--- src/rtl/freq_mon_pkg.sv ---
// Shared types and helpers for the signal frequency monitor.
package freq_mon_pkg;

    typedef enum logic [1:0] {
        IDLE    = 2'd0,
        MEASURE = 2'd1,
        REPORT  = 2'd2
    } freq_mon_state_t;

    // Counter width for a range of n values, never narrower than one bit.
    function automatic int clog2_min1(input int unsigned n);
        int w;
        w = $clog2(n);
        return (w < 1) ? 1 : w;
    endfunction

endpackage

--- src/rtl/sync_rise_detect.sv ---
// Brings an asynchronous level into the clock domain and flags its rising edges.
// rise is combinational from the last synchroniser flop and the previous-value flop.
module sync_rise_detect #(
    parameter int SYNC_STAGES = 2
) (
    input  logic clock,
    input  logic reset,
    input  logic d,
    output logic rise
);

    logic [SYNC_STAGES-1:0] sync;
    logic                   prev;

    // Synchroniser chain followed by the previous-value flop used for edge detection.
    always_ff @(posedge clock or posedge reset) begin
        if (reset) begin
            sync <= '0;
            prev <= 1'b0;
        end else begin
            sync <= {sync[SYNC_STAGES-2:0], d};
            prev <= sync[SYNC_STAGES-1];
        end
    end

    assign rise = sync[SYNC_STAGES-1] & ~prev;

endmodule

--- src/rtl/signal_frequency_monitor.sv ---
// Counts rising edges of a slow asynchronous signal over a fixed gate window,
// reports the count with in-range and stuck flags once per completed window.
module signal_frequency_monitor
    import freq_mon_pkg::*;
#(
    parameter int unsigned GATE_CYCLES = 1000,
    parameter int unsigned COUNT_WIDTH = 16,
    parameter int unsigned MIN_EDGES   = 120,
    parameter int unsigned MAX_EDGES   = 130,
    parameter int unsigned SYNC_STAGES = 2
) (
    input  logic                   clock,
    input  logic                   reset,
    input  logic                   sig_in,
    input  logic                   enable,
    output logic [COUNT_WIDTH-1:0] edge_count,
    output logic                   count_valid,
    output logic                   in_range,
    output logic                   stuck,
    output logic                   busy
);

    localparam int                     GATE_W    = clog2_min1(GATE_CYCLES);
    localparam logic [GATE_W-1:0]      GATE_LAST = GATE_W'(GATE_CYCLES - 1);
    localparam logic [COUNT_WIDTH-1:0] MIN_T     = COUNT_WIDTH'(MIN_EDGES);
    localparam logic [COUNT_WIDTH-1:0] MAX_T     = COUNT_WIDTH'(MAX_EDGES);

    // Limits must be representable in the counter width; shifting out the
    // counter bits leaves a non-zero remainder only when they do not fit.
    if (((MIN_EDGES >> COUNT_WIDTH) != 0) || ((MAX_EDGES >> COUNT_WIDTH) != 0)) begin : g_limit_fit
        $error("MIN_EDGES/MAX_EDGES do not fit in COUNT_WIDTH bits");
    end
    if (MAX_EDGES < MIN_EDGES) begin : g_limit_order
        $error("MAX_EDGES must be >= MIN_EDGES");
    end
    if (GATE_CYCLES < 2) begin : g_gate_len
        $error("GATE_CYCLES must be >= 2");
    end
    if (SYNC_STAGES < 2) begin : g_sync_depth
        $error("SYNC_STAGES must be >= 2");
    end

    freq_mon_state_t        state;
    freq_mon_state_t        state_next;
    logic [GATE_W-1:0]      gate_cnt;
    logic [COUNT_WIDTH-1:0] edge_cnt;
    logic                   rise;

    // Edge detector runs in every state so a level held through IDLE is not
    // mistaken for an edge when a window starts.
    sync_rise_detect #(
        .SYNC_STAGES (SYNC_STAGES)
    ) u_sync_rise_detect (
        .clock (clock),
        .reset (reset),
        .d     (sig_in),
        .rise  (rise)
    );

    // FSM state register.
    always_ff @(posedge clock or posedge reset) begin
        if (reset) begin
            state <= IDLE;
        end else begin
            state <= state_next;
        end
    end

    // Next-state logic; the final gate cycle wins over enable dropping so the
    // window still completes.
    always_comb begin
        state_next = state;
        unique case (state)
            IDLE: begin
                if (enable) state_next = MEASURE;
            end
            MEASURE: begin
                if (gate_cnt == GATE_LAST) state_next = REPORT;
                else if (!enable)          state_next = IDLE;
            end
            REPORT: begin
                state_next = enable ? MEASURE : IDLE;
            end
            default: state_next = IDLE;
        endcase
    end

    // Gate and saturating edge counters; held at zero outside MEASURE so every
    // window starts clean, and rises seen during REPORT are dropped.
    always_ff @(posedge clock or posedge reset) begin
        if (reset) begin
            gate_cnt <= '0;
            edge_cnt <= '0;
        end else if (state != MEASURE) begin
            gate_cnt <= '0;
            edge_cnt <= '0;
        end else begin
            gate_cnt <= gate_cnt + 1'b1;
            if (rise && (edge_cnt != '1)) edge_cnt <= edge_cnt + 1'b1;
        end
    end

    // Result registers; they only move in REPORT, and count_valid is aligned
    // with the cycle in which the new results become visible.
    always_ff @(posedge clock or posedge reset) begin
        if (reset) begin
            edge_count  <= '0;
            count_valid <= 1'b0;
            in_range    <= 1'b0;
            stuck       <= 1'b0;
        end else begin
            count_valid <= (state == REPORT);
            if (state == REPORT) begin
                edge_count <= edge_cnt;
                in_range   <= (edge_cnt >= MIN_T) && (edge_cnt <= MAX_T);
                stuck      <= (edge_cnt == '0);
            end
        end
    end

    assign busy = (state != IDLE);

endmodule

--- config.mk ---
export PLATFORM = sky130hd
export DESIGN_NAME = signal_frequency_monitor
export DESIGN_NICKNAME = d
export VERILOG_FILES = /design/src/rtl/freq_mon_pkg.sv /design/src/rtl/sync_rise_detect.sv /design/src/rtl/signal_frequency_monitor.sv
export SDC_FILE = /design/constraint.sdc
export NUM_CORES = 1
export LEC_CHECK = 0
export CAP_MARGIN = 20
export CORE_UTILIZATION = 63
export CTS_BUF_LIST = sky130_fd_sc_hd__clkbuf_4
export DETAILED_ROUTE_END_ITERATION = 7
export PLACE_DENSITY = 0.94
export REMOVE_ABC_BUFFERS = 1
export SYNTH_ARGS = -nofsm -noshare
export SYNTH_HDL_FRONTEND = slang
export SYNTH_SLANG_ARGS = --single-unit
--- constraint.sdc ---
create_clock -name clock -period 4.5 [get_ports clock]
set_clock_uncertainty 0.2 [all_clocks]
set_input_delay 0.675 -clock clock [delete_from_list [all_inputs] [get_ports clock]]
set_output_delay 0.675 -clock clock [all_outputs]
set_load 0.1 [all_outputs]
==> results of run 1 <==
## power by group through the flow
stage	registers [W]	clock network (W)	logic (W)
after floorplan	0.000466	0	0.0000232
after global placement	0.000467	0	0.0000317
after detailed placement	0.000467	0	0.0000325
after CTS	0.000459	0.000243	0.0000324
after global routing	0.000460	0.000263	0.0000395
final	0.000459	0.000240	0.0000346
## path summary, 6_finish.rpt
| kind | startpoint | endpoint | slack, ns | cells past startpoint |
|---|---|---|---|---|
| worst max register to register | edge_cnt[0] | edge_cnt[3] | 2.15 | 5 |
| worst min register to register | u_sync_rise_detect.sync[0] | u_sync_rise_detect.sync[1] | 0.18 | 0 |
| min in group asynchronous | reset | gate_cnt[9] | 0.46 | 2 |
| worst max-delay path | state[0] | busy | 1.58 | 2 |
| worst min-delay path | u_sync_rise_detect.sync[0] | u_sync_rise_detect.sync[1] | 0.18 | 0 |
| max in group asynchronous | reset | edge_count[2] | 3.11 | 3 |
## kinds of logic after synthesis
logic type | synth area share
fa+ha+maj | 0.0160
simple gates | 0.281
flops | 0.534
xor+xnor | 0.0262
buf+inv | 0.0342
compound gates | 0.0951
mux | 0.0128
## placed cells by master, fill, tap and decap left out, drive strengths merged, types with 2 or more instances in the layout
| cell | instances |
|---|---|
| o41ai | 2 |
| and3 | 3 |
| nand2 | 57 |
| inv | 5 |
| o31ai | 8 |
| nor4 | 4 |
| xor2 | 5 |
| clkbuf | 5 |
| nor2 | 10 |
| nor2b | 2 |
| a21oi | 13 |
| and2 | 3 |
| or4 | 12 |
| xnor2 | 2 |
| ha | 3 |
| dfrtp | 50 |
| nand3 | 11 |
| nand2b | 7 |
| or3 | 2 |
| clkdlybuf4s50 | 23 |
| mux2i | 3 |
| and4 | 6 |
| nand4 | 5 |
| o21ai | 7 |
| a32o | 2 |
## through the flow
stage | hold WS, ns | power, W | cells | setup WS, ns | util
4_1_cts | 0.177 | 0.000734 | 306 | 1.58 | 0.767
3_5_place_dp | 0.150 | 0.000500 | 299 | 1.98 | 0.746
3_3_place_gp | 0.133 | 0.000499 | 299 | 2.00 | 0.746
5_1_grt | 0.203 | 0.000763 | 307 | 1.55 | 0.775
2_1_floorplan | 0.131 | 0.000489 | 230 | 2.42 | -
6_report | 0.178 | 0.000734 | 307 | 1.58 | 0.775
## sequential cells by signal, summed over array words and instances (netlist names)
register                 count
edge_cnt                    16
edge_count                  16
gate_cnt                    10
state                        2
u_sync_rise_detect.sync      2
count_valid                  1
in_range                     1
stuck                        1
u_sync_rise_detect.prev      1
## per-layer routing
metal | global-route usage | part of all wire
met1 | 0.330 | 0.44
met2 | 0.395 | 0.50
met3 | 0.0438 | 0.038
met4 | 0.108 | 0.018
met5 | 0 | 0
## worst max-delay path, delay by kind of cell, from the launching register on
kind	cells	cell delay, ns
flip-flops	1	0.43
buffers and inverters	1	0.96
AND/OR/NAND/NOR	1	0.30
## final cells by class
type / instances / area [sq um]
multi-input cells: 175 / 1010
inverters: 5 / 18.8
clock inverters: 2 / 33.8
flip-flops and latches: 50 / 1250
well taps: 46 / 57.6
repair buffers: 24 / 258
clock buffers: 5 / 37.5
fillers: 221 / 776
==> implementation parameters, run 1 <==
Parameter                              Value

Floorplan
  Number of ports placed on the die boundary    24
  Area of the die    between 0.003 and 0.004 sq mm
  Vertical extent of the die    between 60 and 70 um
  DIE WIDTH    ~63 um
  FP Rows    21
  Core Box Area    between 0.003 and 0.004 sq mm
  Initial core utilization    0.680

Critical path
  Required time of the worst setup path    3.62 ns
  Category of the worst setup path capture point    primary output
  Arr. time, crit path    2.04 ns
  Kind of launch point of the worst setup path    register
  Type of the worst setup path    register to primary output
  Maximum cell stage delay along the critical path    approximately 0.96 ns
  CP cell instances    or2_2 > clkdlybuf4s50_1
  Crit-path slowest cell    sky130_fd_sc_hd__clkdlybuf4s50_1
  Largest driver fanout on the critical path    5

Drt
  Drt pass-1 iters    4
  Drc violations    0
  Number of nets with antenna violations after routing    0
  Vias per cell    ~6
  1st-iter DRT viols    approximately 160
  Wire length per cell after detailed routing    approximately 15 um
  Overall via count from detail_route    1864
  Drt total wl    about 4500 um

Synth
  Netlist Area Pre-Place    approximately 0.0023 sq mm
  Distinct cells, synth    37
  Fraction of the yosys area taken by sequential cells    0.534
  Synth Register Bits    50
  Number of flops mapped to enable cells by yosys    0
  Most frequently used cell type in the post-synthesis netlist    sky130_fd_sc_hd__nand2_1
  Most numerous cell types in the synthesized netlist    57 x sky130_fd_sc_hd__nand2_1, 50 x sky130_fd_sc_hd__dfrtp_1, 13 x sky130_fd_sc_hd__a21oi_1
  Top cells by area in the synthesized netlist    sky130_fd_sc_hd__dfrtp_1 53%, sky130_fd_sc_hd__nand2_1 9.1%, sky130_fd_sc_hd__or4_1 3.5%, sky130_fd_sc_hd__a21oi_1 2.8%, sky130_fd_sc_hd__o31ai_1 2.6%
  Number of synthesis warnings    0
  Number of instances in the synthesized netlist    about 240
  Mean area per synthesized cell    9.59 sq um
  Share of the synthesized area in the top cell type    0.534
  Async set-or-reset flop fraction in the synthesized netlist    1.00
  Post-synth top flop    sky130_fd_sc_hd__dfrtp_1
  Post-synthesis cell type with the largest combined area    sky130_fd_sc_hd__dfrtp_1

Global route
  Via count of the first global-routing pass    1730
  Largest net degree at the start of global routing    slightly above 50
  Global-route wire length before repair    7600 um
  Global-route congestion overflow total    0
  GRT Overall Usage    0.247
  Number of antenna violations at the first check in global routing    0

Power and ir drop
  Maximum VDD drop    0.214 mV
  Net switching component of the power    about 0.00016 W
  Internal Dissipation    0.000578 W
  Proportion of power drawn by combinational gates    0.047
  Leakage power summed over all cells    around 1.2 nW
  Net switching share of the total power    0.213
  Sequential share of power    0.625
  Cell area power density    about 280 mW/mm^2
  Clk network pwr share    0.327

Cells and area
  Number of nets in the final layout    between 200 and 300
  Number of diodes added for antenna fixing    0
  Finished layout cell area    roughly 0.0027 sq mm
  Growth of design area from synthesis to finish    13.9%
  Proportion of layout cells with a drive suffix above 1    0.0421

Min path
  Hold Path Class    register to register

Clock tree
  Post-CTS sizing    0
  Clk slew on worst S/H paths    around 0.12 ns
  Clock buffer depth    2
  Insertion delay of the later-clocked pin in the worst-skew pair    ~0.36 ns
  Number of post-CTS setup repair buffers    0
  H-tree levels    2
  Clock tree from TritonCTS    yes
  Number of sinks on the clock net    50
  Hold buffer count at CTS    0
  Root Buffer    sky130_fd_sc_hd__clkbuf_4
  Number of buffers created by CTS    5

STA
  Setup repair after global routing missed its margin    no
  Shortest clock period the worst path allows after layout    roughly 2.9 ns
  Count of final setup violators    0
  Final-report max-slew violation count    0
  Final count of hold timing violations    0
  Setup total negative slack    0 ns
  Highest Clock Rate    around 340 MHz
  Worst-Margin Slew    0.981 ns
  Portion of the clock cycle consumed by the worst path in the final layout    0.648
  Slew Limit Headroom    0.344

Place
  # port buffers    23
  RD Place Congestion    ~0.9
  Total cell area at the placement stage    0.00257 sq mm
  Placed wire-length estimate after detailed placement    between 3000 and 4000 um

Flow run
  Number of maximum-capacitance constraint violations    0

Status
  Run status    finished, final reports clean
Power figures use the tool's default switching activity.
==> run 2, diff against run 1 <==
CORE_UTILIZATION = 58   (was 63)
PLACE_DENSITY = 0.88   (was 0.94)
clock period = 3 ns   (was 4.5 ns; I/O delays follow)
==> implementation parameters, run 2 (synthesized netlist as in run 1, its figures left out) <==
Parameter                              Value

Global route
  Number of antenna violations at the first check in global routing    0
  GRT Overall Usage    0.235
  Global-route congestion overflow total    0
  Via count of the first global-routing pass    roughly 1700
  Global-route wire length before repair    around 7700 um
  Largest net degree at the start of global routing    51

STA
  Setup repair after global routing missed its margin    no
  Hold WS    roughly 0.17 ns
  Slew Limit Headroom    0.415
  Final-report max-slew violation count    0
  Shortest clock period the worst path allows after layout    between 2 and 2.5 ns
  Final count of hold timing violations    0
  Worst-Margin Slew    0.877 ns
  Count of final setup violators    0
  Setup total negative slack    0 ns
  Highest Clock Rate    437 MHz
  Portion of the clock cycle consumed by the worst path in the final layout    0.763

Drt
  1st-iter DRT viols    127
  Drc violations    0
  Overall via count from detail_route    about 1800
  Vias per cell    a little under 6
  Number of nets with antenna violations after routing    0
  Drt pass-1 iters    4
  Drt total wl    4510 um
  Wire length per cell after detailed routing    14.6 um

Critical path
  Type of the worst setup path    register to register
  Reg-to-reg critical path startpoint    edge_cnt[0]
  Required time of the worst setup path    a little over 3 ns
  Largest driver fanout on the critical path    20
  Arr. time, crit path    between 2 and 2.5 ns
  Category of the worst setup path capture point    register
  Critical Path Start    edge_cnt[0]
  Kind of launch point of the worst setup path    register

Flow run
  Number of maximum-capacitance constraint violations    0

Floorplan
  Area of the die    roughly 0.0043 sq mm
  Core Box Area    0.00377 sq mm
  FP Rows    22
  DIE WIDTH    65.5 um
  Initial core utilization    0.621
  Vertical extent of the die    ~66 um
  Number of ports placed on the die boundary    24

Power and ir drop
  Maximum VDD drop    roughly 0.24 mV
  Net switching share of the total power    0.214
  Leakage power summed over all cells    about 1.2 nW
  Net switching component of the power    approximately 0.00024 W
  Internal Dissipation    0.000864 W
  Clk network pwr share    0.329
  Cell area power density    approximately 420 mW/mm^2
  Proportion of power drawn by combinational gates    0.045
  Sequential share of power    0.626

Min path
  Hold Path Class    register to register
  Hold path startpoint    u_sync_rise_detect.sync[0]

Clock tree
  Clock tree from TritonCTS    yes
  Number of buffers created by CTS    5
  Hold buffer count at CTS    0
  Root Buffer    sky130_fd_sc_hd__clkbuf_4
  Clk slew on worst S/H paths    0.13 ns
  Number of sinks on the clock net    50
  Post-CTS sizing    0
  Insertion delay of the later-clocked pin in the worst-skew pair    0.35 ns
  Clock buffer depth    2
  H-tree levels    2
  Number of post-CTS setup repair buffers    0

Cells and area
  Growth of design area from synthesis to finish    11.3%
  Fill cell count    between 200 and 300
  Highest-count cells in the layout ignoring fill and taps    57 x sky130_fd_sc_hd__nand2_1, 50 x sky130_fd_sc_hd__dfrtp_1, 22 x sky130_fd_sc_hd__buf_4, 13 x sky130_fd_sc_hd__a21oi_1, 11 x sky130_fd_sc_hd__or4_1
  Number of nets in the final layout    between 200 and 300
  Most common library cell in the layout ignoring fill and taps    sky130_fd_sc_hd__nand2_1
  Number of diodes added for antenna fixing    0
  Multi-input gate area in the final layout    roughly 0.001 sq mm
  Registers with the most flip-flops    edge_cnt (16), edge_count (16), gate_cnt (10)
  Proportion of layout cells with a drive suffix above 1    0.122
  Sequential Area    0.00125 sq mm

Place
  Placed wire-length estimate after detailed placement    around 3100 um
  # port buffers    23
  RD Place Congestion    between 0.9 and 1

Status
  Run status    finished, final reports clean
-- run 2: changes by cell type in the layout (fill, tap and decap cells not counted) --
| cell | change |
|---|---|
| sky130_fd_sc_hd__buf_16 | -1 |
| sky130_fd_sc_hd__buf_4 | +22 |
| sky130_fd_sc_hd__clkdlybuf4s50_1 | -20 |
-- run 2: area by class of cell --
| class | count | share of cell area |
|---|---|---|
| flip-flops and latches | 50 | 0.480 |
| multi-input cells | 175 | 0.387 |
| repair buffers | 25 | 0.0749 |
| well taps | 48 | 0.0230 |
| clock buffers | 5 | 0.0144 |
| clock inverters | 2 | 0.0130 |
| inverters | 5 | 0.00720 |
-- run 2: layer usage --
metal,up-vias,share of wire,GRT usage
li1,894,-,-
met2,48,0.47,0.375
met1,862,0.46,0.314
met4,0,0.016,0.0924
met5,-,0,0
met3,9,0.053,0.0486
-- run 2: power by group through the flow --
stage	combinational [W]	clock, W	sequential [W]
3_5_place_dp	0.0000510	0	0.000701
4_1_cts	0.0000510	0.000375	0.000688
3_3_place_gp	0.0000498	0	0.000700
5_1_grt	0.0000561	0.000401	0.000690
2_1_floorplan	0.0000348	0	0.000699
6_report	0.0000499	0.000362	0.000688
-- run 2: final timing paths --
path                            depth (start not counted)                         end  slack (ns)
worst max-delay path                                    5                 edge_cnt[3]        0.71
worst min-delay path                                    0  u_sync_rise_detect.sync[1]        0.17
worst max register to register                          5                 edge_cnt[3]        0.71
worst min register to register                          0  u_sync_rise_detect.sync[1]        0.17
max in group asynchronous                               3                 edge_cnt[4]        1.84
min in group asynchronous                               3                edge_cnt[12]        0.36
-- run 2: critical path: stages (launching register included) --
cell	delay (ns)
sky130_fd_sc_hd__dfrtp_1	0.45
sky130_fd_sc_hd__ha_1	0.24
sky130_fd_sc_hd__and4_1	0.22
sky130_fd_sc_hd__and4_1	0.38
sky130_fd_sc_hd__or4_1	0.54
sky130_fd_sc_hd__a21oi_1	0.17
-- run 2: through the flow --
stage               utilization  cells  power (W)  setup slack (ns)  instance area, sq um
floorplan                     -    230   0.000734             0.938                  2280
global placement          0.672    303   0.000750             0.843                  2530
detailed placement        0.672    303   0.000752             0.747                  2530
CTS                       0.691    310    0.00111             0.727                  2610
global route              0.691    310    0.00115             0.588                  2610
finish                    0.691    310    0.00110             0.710                  2610
==> run 3, diff against run 2 <==
CORE_UTILIZATION = 53   (was 58)
PLACE_DENSITY = 0.85   (was 0.88)
clock period = 2.04 ns   (was 3 ns; I/O delays follow)
==> implementation parameters, run 3 (synthesized netlist as in run 1, its figures left out) <==
Parameter                              Value

Status
  Run status    finished, final reports clean

STA
  Setup repair after global routing missed its margin    yes
  Slew Limit Headroom    0.646
  Portion of the clock cycle consumed by the worst path in the final layout    0.972
  Worst-Margin Slew    ~0.53 ns
  Setup total negative slack    0 ns
  Highest Clock Rate    slightly above 500 MHz
  Shortest clock period the worst path allows after layout    roughly 2 ns
  Hold WS    about 0.082 ns
  Count of final setup violators    0
  Final count of hold timing violations    0
  Final-report max-slew violation count    0

Flow run
  Number of maximum-capacitance constraint violations    0

Critical path
  Kind of launch point of the worst setup path    register
  Category of the worst setup path capture point    register
  Arr. time, crit path    around 2.1 ns
  Type of the worst setup path    register to register
  Required time of the worst setup path    approximately 2.1 ns
  Largest driver fanout on the critical path    6

Global route
  Via count of the first global-routing pass    1804
  Global-route congestion overflow total    0
  Global-route wire length before repair    7870 um
  GRT Overall Usage    0.224
  Number of antenna violations at the first check in global routing    0
  Largest net degree at the start of global routing    51

Cells and area
  Most common library cell in the layout ignoring fill and taps    sky130_fd_sc_hd__nand2_1
  Number of diodes added for antenna fixing    0
  Highest-count cells in the layout ignoring fill and taps    57 x sky130_fd_sc_hd__nand2_1, 46 x sky130_fd_sc_hd__dfrtp_1, 40 x sky130_fd_sc_hd__buf_4, 11 x sky130_fd_sc_hd__a21oi_1
  Number of nets in the final layout    approximately 290
  Proportion of layout cells with a drive suffix above 1    0.225
  Registers with the most flip-flops    edge_cnt (16), edge_count (16), gate_cnt (10)
  Growth of design area from synthesis to finish    21.1%
  End-of-flow core utilization    0.689

Clock tree
  Number of sinks on the clock net    50
  Clk slew on worst S/H paths    0.14 ns
  Clock buffer depth    2
  Clock tree from TritonCTS    yes
  Hold buffer count at CTS    0
  Root Buffer    sky130_fd_sc_hd__clkbuf_4
  Insertion delay of the later-clocked pin in the worst-skew pair    0.36 ns
  Number of buffers created by CTS    5
  H-tree levels    2

Floorplan
  DIE WIDTH    68.5 um
  Area of the die    between 0.004 and 0.005 sq mm
  Core Box Area    between 0.004 and 0.005 sq mm
  Initial core utilization    0.569
  Number of ports placed on the die boundary    24
  FP Rows    23
  Vertical extent of the die    68.5 um

Power and ir drop
  Leakage power summed over all cells    around 1.3 nW
  Maximum VDD drop    roughly 0.33 mV
  Cell area power density    between 500 and 600 mW/mm^2
  Total power    0.00168 W

Drt
  Drc violations    0
  Number of nets with antenna violations after routing    0
  1st-iter DRT viols    around 120
  Vias per cell    between 5 and 6
  Drt total wl    around 4800 um
  Drt pass-1 iters    4
  Overall via count from detail_route    around 1900
  Wire length per cell after detailed routing    14.3 um

Place
  RD Place Congestion    about 0.87
  # port buffers    23
  Placed wire-length estimate after detailed placement    ~3300 um

Min path
  Hold Path Class    input pin to async pin
==> run 3: cell count changes in the layout (fill, tap and decap cells not counted), sizes merged <==
cell,change
and4,+1
buf,+21
clkbuf,+2
clkinv,-1
==> run 3: final timing paths <==
path                                              endpoint                       start  slack [ns]  cells after the start
min in group clock              u_sync_rise_detect.sync[1]  u_sync_rise_detect.sync[0]        0.16                      0
worst min-delay path                          edge_cnt[10]                       reset        0.08                      3
worst min register to register  u_sync_rise_detect.sync[1]  u_sync_rise_detect.sync[0]        0.16                      0
max in group asynchronous                      edge_cnt[9]                       reset        1.31                      3
worst max register to register                edge_cnt[15]                 edge_cnt[7]        0.06                      5
worst max-delay path                          edge_cnt[15]                 edge_cnt[7]        0.06                      5
==> run 3: layout make-up <==
class                           count  area [sq um]
Clock buffer                        7          52.6
Timing Repair Buffer               46           382
Tap cell                           50          62.6
Fill cell                         314          1280
Clock inverter                      1          30.0
Sequential cell                    50          1260
Inverter                            5          18.8
Multi-Input combinational cell    176          1030
==> run 3: timing repair <==
item	in CTS	in global routing
buffers inserted	0	1
gates resized for setup	2	8
setup endpoints to repair	8	5
pin swaps	0	3
hold endpoints to repair	0	0
gates cloned	0	1
==> run 3: critical path, stage by stage, from the launching register on <==
cell                       delay [ns]
sky130_fd_sc_hd__dfrtp_1         0.43
sky130_fd_sc_hd__buf_6           0.12
sky130_fd_sc_hd__nand3b_1        0.07
sky130_fd_sc_hd__or4_4           0.55
sky130_fd_sc_hd__or4_1           0.42
sky130_fd_sc_hd__a21oi_1         0.15
==> run 3: layer usage <==
metal  vias to the layer above  GRT usage  share of wire
met5                         -          0              0
met2                        38      0.386           0.48
met4                         0     0.0911          0.012
met3                         6     0.0350          0.035
met1                       922      0.278           0.47
li1                        943          -              -
==> run 3: stage by stage <==
stage | instance area, sq um | setup slack, ns | instances
2_1_floorplan | 2280 | -0.0222 | 230
3_3_place_gp | 2710 | -0.0242 | 325
3_5_place_dp | 2710 | -0.114 | 325
4_1_cts | 2800 | 0.0354 | 333
5_1_grt | 2840 | -0.00454 | 335
6_report | 2840 | 0.0577 | 335
==> run 3: power by group <==
| group | internal [W] | switching (W) | total, W | leakage, nW |
|---|---|---|---|---|
| registers | 0.00100 | 0.00000925 | 0.00101 | 0.680 |
| logic | 0.0000311 | 0.0000559 | 0.0000870 | 0.614 |
| clock network | 0.000287 | 0.000296 | 0.000583 | 0.0463 |
| total | 0.00132 | 0.000361 | 0.00168 | 1.34 |
